--- config.mk ---
export PLATFORM = sky130hd
export DESIGN_NAME = lc3_mem_arb
export DESIGN_NICKNAME = d
export VERILOG_FILES = /design/src/rtl/lc3_mem_arb.sv
export SDC_FILE = /design/constraint.sdc
export NUM_CORES = 1
export LEC_CHECK = 0
export BUFFER_PORTS_ARGS = -buffer_cell sky130_fd_sc_hd__buf_4
export CAP_MARGIN = 20
export CORE_MARGIN = 3
export CORE_UTILIZATION = 50
export DETAILED_ROUTE_END_ITERATION = 6
export PLACE_DENSITY = 0.86
export SYNTH_ARGS = -nofsm -noshare
export SYNTH_HDL_FRONTEND = slang
export SYNTH_SLANG_ARGS = --single-unit
--- constraint.sdc ---
create_clock -name clk -period 2.7 [get_ports clk]
set_input_delay 0.54 -clock clk [delete_from_list [all_inputs] [get_ports clk]]
set_output_delay 0.54 -clock clk [all_outputs]
set_load 0.01 [all_outputs]
--- src/rtl/lc3_mem_arb.sv ---
// Round-robin arbiter (CPU vs loader) in front of the single-port LC-3 memory, with loader lock and tagged read return.
// Optional LC3_ARB_WPROT_EN: CPU writes below 0x3000 are consumed without a memory write and flagged on cpu_werr.
module lc3_mem_arb #(
  parameter int AW      = 16,
  parameter int DW      = 16,
  parameter int MEM_LAT = 1
) (
  input  logic          clk,
  input  logic          rst,
  input  logic          cpu_req,
  input  logic          cpu_we,
  input  logic [AW-1:0] cpu_addr,
  input  logic [DW-1:0] cpu_wdata,
  output logic          cpu_gnt,
  output logic          cpu_rvalid,
  output logic [DW-1:0] cpu_rdata,
  input  logic          ldr_req,
  input  logic          ldr_we,
  input  logic [AW-1:0] ldr_addr,
  input  logic [DW-1:0] ldr_wdata,
  input  logic          ldr_lock,
  output logic          ldr_gnt,
  output logic          ldr_rvalid,
  output logic [DW-1:0] ldr_rdata,
  output logic          mem_en,
  output logic          mem_we,
  output logic [AW-1:0] mem_addr,
  output logic [DW-1:0] mem_wdata,
  input  logic [DW-1:0] mem_rdata,
`ifdef LC3_ARB_WPROT_EN
  output logic          cpu_werr,
`endif
  output logic          busy
);

  typedef enum logic {ST_ARB = 1'b0, ST_LOCK = 1'b1} state_t;

  state_t             state_q, state_d;
  logic               last_ldr_q, last_ldr_d;
  logic               lock_mode;
  logic               drop;
  logic               issue;
  logic               g_we;
  logic [AW-1:0]      g_addr;
  logic [DW-1:0]      g_wdata;
  logic               mem_we_q;
  logic [AW-1:0]      mem_addr_q;
  logic [DW-1:0]      mem_wdata_q;
  logic [MEM_LAT-1:0] tag_vld_q;
  logic [MEM_LAT-1:0] tag_id_q;
  logic [DW-1:0]      cpu_rdata_q;
  logic [DW-1:0]      ldr_rdata_q;

  // A dropped ldr_lock is seen in the same cycle, so that cycle arbitrates as ARB.
  assign lock_mode = (state_q == ST_LOCK) && ldr_lock;

  always_comb begin
    cpu_gnt    = 1'b0;
    ldr_gnt    = 1'b0;
    last_ldr_d = last_ldr_q;
    if (lock_mode) begin
      ldr_gnt = ldr_req;
    end else begin
      cpu_gnt = cpu_req && (!ldr_req || last_ldr_q);
      ldr_gnt = ldr_req && !cpu_gnt;
    end
    if (cpu_gnt) last_ldr_d = 1'b0;
    if (ldr_gnt) last_ldr_d = 1'b1;
    state_d = (lock_mode || (ldr_gnt && ldr_lock)) ? ST_LOCK : ST_ARB;
  end

`ifdef LC3_ARB_WPROT_EN
  logic werr_q;
  assign drop     = cpu_gnt && cpu_we && (cpu_addr < AW'(16'h3000));
  assign cpu_werr = werr_q;
  always_ff @(posedge clk) begin
    if (rst) werr_q <= 1'b0;
    else     werr_q <= drop;
  end
`else
  assign drop = 1'b0;
`endif

  assign issue   = (cpu_gnt || ldr_gnt) && !drop;
  assign g_we    = ldr_gnt ? ldr_we    : cpu_we;
  assign g_addr  = ldr_gnt ? ldr_addr  : cpu_addr;
  assign g_wdata = ldr_gnt ? ldr_wdata : cpu_wdata;

  assign mem_en    = issue;
  assign mem_we    = issue ? g_we    : mem_we_q;
  assign mem_addr  = issue ? g_addr  : mem_addr_q;
  assign mem_wdata = issue ? g_wdata : mem_wdata_q;

  // Tag id: 0 = CPU, 1 = loader; the last stage lines up with mem_rdata.
  assign cpu_rvalid = tag_vld_q[MEM_LAT-1] && !tag_id_q[MEM_LAT-1];
  assign ldr_rvalid = tag_vld_q[MEM_LAT-1] &&  tag_id_q[MEM_LAT-1];
  assign cpu_rdata  = cpu_rvalid ? mem_rdata : cpu_rdata_q;
  assign ldr_rdata  = ldr_rvalid ? mem_rdata : ldr_rdata_q;
  assign busy       = (state_q == ST_LOCK);

  always_ff @(posedge clk) begin
    if (rst) begin
      state_q     <= ST_ARB;
      last_ldr_q  <= 1'b1;
      mem_we_q    <= 1'b0;
      mem_addr_q  <= '0;
      mem_wdata_q <= '0;
      tag_vld_q   <= '0;
      tag_id_q    <= '0;
      cpu_rdata_q <= '0;
      ldr_rdata_q <= '0;
    end else begin
      state_q    <= state_d;
      last_ldr_q <= last_ldr_d;
      if (issue) begin
        mem_we_q    <= g_we;
        mem_addr_q  <= g_addr;
        mem_wdata_q <= g_wdata;
      end
      tag_vld_q[0] <= issue && !g_we;
      tag_id_q[0]  <= ldr_gnt;
      for (int i = 1; i < MEM_LAT; i++) begin
        tag_vld_q[i] <= tag_vld_q[i-1];
        tag_id_q[i]  <= tag_id_q[i-1];
      end
      if (cpu_rvalid) cpu_rdata_q <= mem_rdata;
      if (ldr_rvalid) ldr_rdata_q <= mem_rdata;
    end
  end

endmodule

==> results by group <==
Synthesis
  – Syn avg cell area: 9.422 µm²
  – Post-Syn Area: 3288 µm²
  – Xor/xnor share of the synthesized area: 0%
  – Synth Area in Compound Gates: 15.18%
  – Post-Synthesis Cells: 349
  – Main combinational cell family by area after synthesis: simple AND/OR/NAND/NOR gates
  – Sequential-to-total area share from yosys stat: 42.01%
  – Ys Warns: 0
  – Post-synthesis simple-gate area fraction: 25.23%
  – Yosys reg bits: 69
  – Count of different cell masters after synthesis: 27
  – Multiplexer area fraction after synthesis: 11.99%
  – Syn_nets: 436
  – Post-synthesis adder-cell area fraction: 0%

Die
  – Starting Density: 53.63%
  – Die H: 87.10 µm
  – Die Wd: 87.10 µm
  – CORE AREA: 6131 µm²
  – Num ports: 158
  – Core Rows: 28
  – Die Area: 7586 µm²

Worst setup path
  – Top cell family by delay on the critical path: compound AO/OA/AOI/OAI gates
  – Worst path arrival time: 1660 ps
  – Max Fanout on Critical Path: 46
  – Crit path depth: 5
  – Slowest CP cell: dfxtp_1
  – Crit Path Class: reg2out
  – CP Capture Type: primary output
  – CP Cell Sequence: a21bo_2 -> buf_12 -> o211ai_1 -> nand3_1 -> buf_4
  – Bufs and invs on worst path: 2
  – Crit-path max cell delay: 350 ps
  – Worst Path Required: 2160 ps
  – CP Launch Type: flip-flop
  – Number of cells on the worst reg-to-reg path: 4

Clock network
  – Post-cts sizing count: 0
  – CTS max path bufs: 2
  – Clk root buf: clkbuf_8
  – Buffers inserted by post-CTS timing repair: 0
  – Clock slew at reported path FFs: 70 ps
  – Cts bufs inserted: 9
  – H-tree depth: 3
  – CTS tree: yes
  – CTS sink cnt: 69
  – Clk_lat worst skew: 340 ps
  – Hold buffers post-CTS: 0

Timing
  – Max Clk Rate: 454.8 MHz
  – Worst Skew: 6.822 ps
  – Slew HR: 50.77%
  – Final Setup Violations: 0
  – Max-slew violation count: 0
  – Tightest Pin Transition: 737.6 ps
  – RSZ-0062 raised after global routing: false
  – Final min period: 2199 ps
  – Fin crit share: 81.43%
  – Setup TNS: 0 ps
  – Final hold vios: 0

Detailed routing
  – Post-DRT Antenna Nets: 0
  – Average wire per standard cell: 16.29 µm
  – DR vias/cell: 5.730
  – DR pass1 iterations: 4
  – Via count: 3272
  – Final wirelength: 9303 µm
  – Initial detailed-routing violation count: 137
  – DRC: 0

GRT
  – Initial antenna violation count: 0
  – Largest net degree at the start of global routing: 47
  – GRT Total Usage: 24.30%
  – Vias in the first global route: 3241
  – First-pass GRT wire length: 14500 µm
  – Global route overflow: 0

Hold path
  – HP Class: in2reg
  – Worst Hold Depth: 2

Final layout
  – Antenna diode count: 0
  – Most frequent cells in the layout: buf_4, dfxtp_1, nand3_1
  – Fillcell total: 442
  – Share of cells above drive strength 1: 42.54%
  – Nets: 578
  – Commonest non-fill, non-tap cell in the layout: buf_4
  – Area grow syn2layout: 42.24%

Power
  – Maximum vdd drop: 0.0003524 V
  – Leakage: 2.163 nW
  – Tot Pwr: 2.519 mW
  – Pwr Density: 538.6 nW/µm²

Outcome
  – Status: finished, final reports clean

Place
  – Routability cong.: 0.7599
  – IO buf count: 157
  – Final HPWL DP: 6663 µm

Job
  – Max_cap viols: 0
==> registers in the layout (all words and copies together) (netlist names) <==
signal / flops
mem_addr_q: 16
last_ldr_q: 1
cpu_rdata_q: 16
mem_wdata_q: 16
mem_we_q: 1
tag_vld_q: 1
ldr_rdata_q: 16
busy: 1
tag_id_q: 1
==> worst reg2reg max path: cells and delay by family, from the launching register on <==
kind / cells / cell delay, ps
buf+inv: 1 / 280
flops: 1 / 340
simple gates: 2 / 290
mux: 1 / 400
==> per-layer routing <==
layer | track usage (%) | wire length, µm | vias to the layer above
met5 | 0 | 0 | -
met4 | 10.04 | 152 | 0
met3 | 6.812 | 897 | 15
met2 | 42.31 | 4612 | 146
met1 | 27.88 | 3641 | 1519
li1 | - | - | 1592
==> area by class of cell <==
cell class	count	area [µm²]	share of cell area [%]
clock buffers	11	151.4	3.237
repair buffers	165	1251	26.75
flip-flops and latches	69	1381	29.53
clock inverters	5	58.81	1.257
multi-input cells	242	1725	36.89
well taps	75	93.84	2.006
inverters	4	15.01	0.3210
==> power breakdown <==
group	switching (mW)	internal, mW
logic	0.264	0.293
registers	0.0170	1.07
clock network	0.395	0.477
==> metrics by stage <==
stage | setup WS (ps) | instance area (µm²) | std cells | hold slack (ps) | util (%)
3_3_place_gp | 558.3 | 4467 | 555 | 502.5 | 72.86
6_report | 501.3 | 4677 | 571 | 446.5 | 76.29
4_1_cts | 490.7 | 4677 | 571 | 435.7 | 76.29
3_5_place_dp | 540.4 | 4467 | 555 | 510.3 | 72.86
2_1_floorplan | 824.2 | 3288 | 349 | 489.9 | -
5_1_grt | 386.7 | 4677 | 571 | 440.4 | 76.29
==> cells in the mapped netlist, drive strengths merged <==
cell	instances	area, µm²
and4	1	8.760
a21oi	1	5.000
mux2	32	394.1
nand2b	2	12.51
inv	3	11.26
nor2	1	3.750
nand2	1	6.260
a31oi	32	200.2
nand3	64	320.3
or3	2	12.51
a21boi	2	18.77
buf	17	105.1
and3	1	6.260
o211ai	34	255.2
o211a	1	10.01
dfxtp	69	1381
clkinv	1	3.750
a21bo	1	10.01
and2	33	206.5
nand3b	32	240.2
nor2b	2	12.51
clkbuf	17	63.81
==> path summary, 6_finish.rpt <==
path / to / slack [ps] / from
worst min-delay path: busy$_SDFF_PP0_ / 450 / ldr_lock
worst min register to register: mem_wdata_q[10]$_SDFF_PP0_ / 520 / mem_wdata_q[10]$_SDFF_PP0_
worst max-delay path: mem_addr[3] / 500 / busy$_SDFF_PP0_
worst max register to register: cpu_rdata_q[15]$_SDFF_PP0_ / 1280 / tag_vld_q$_SDFF_PP0_
==> cell families (layout without fill, tap and decap cells) <==
| logic type | count (synthesis) | in the layout |
|---|---|---|
| compound gates | 71 | 71 |
| simple gates | 139 | 139 |
| buf+inv | 38 | 185 |
| flops | 69 | 69 |
| mux | 32 | 32 |
(Power assumes the default switching activity.)
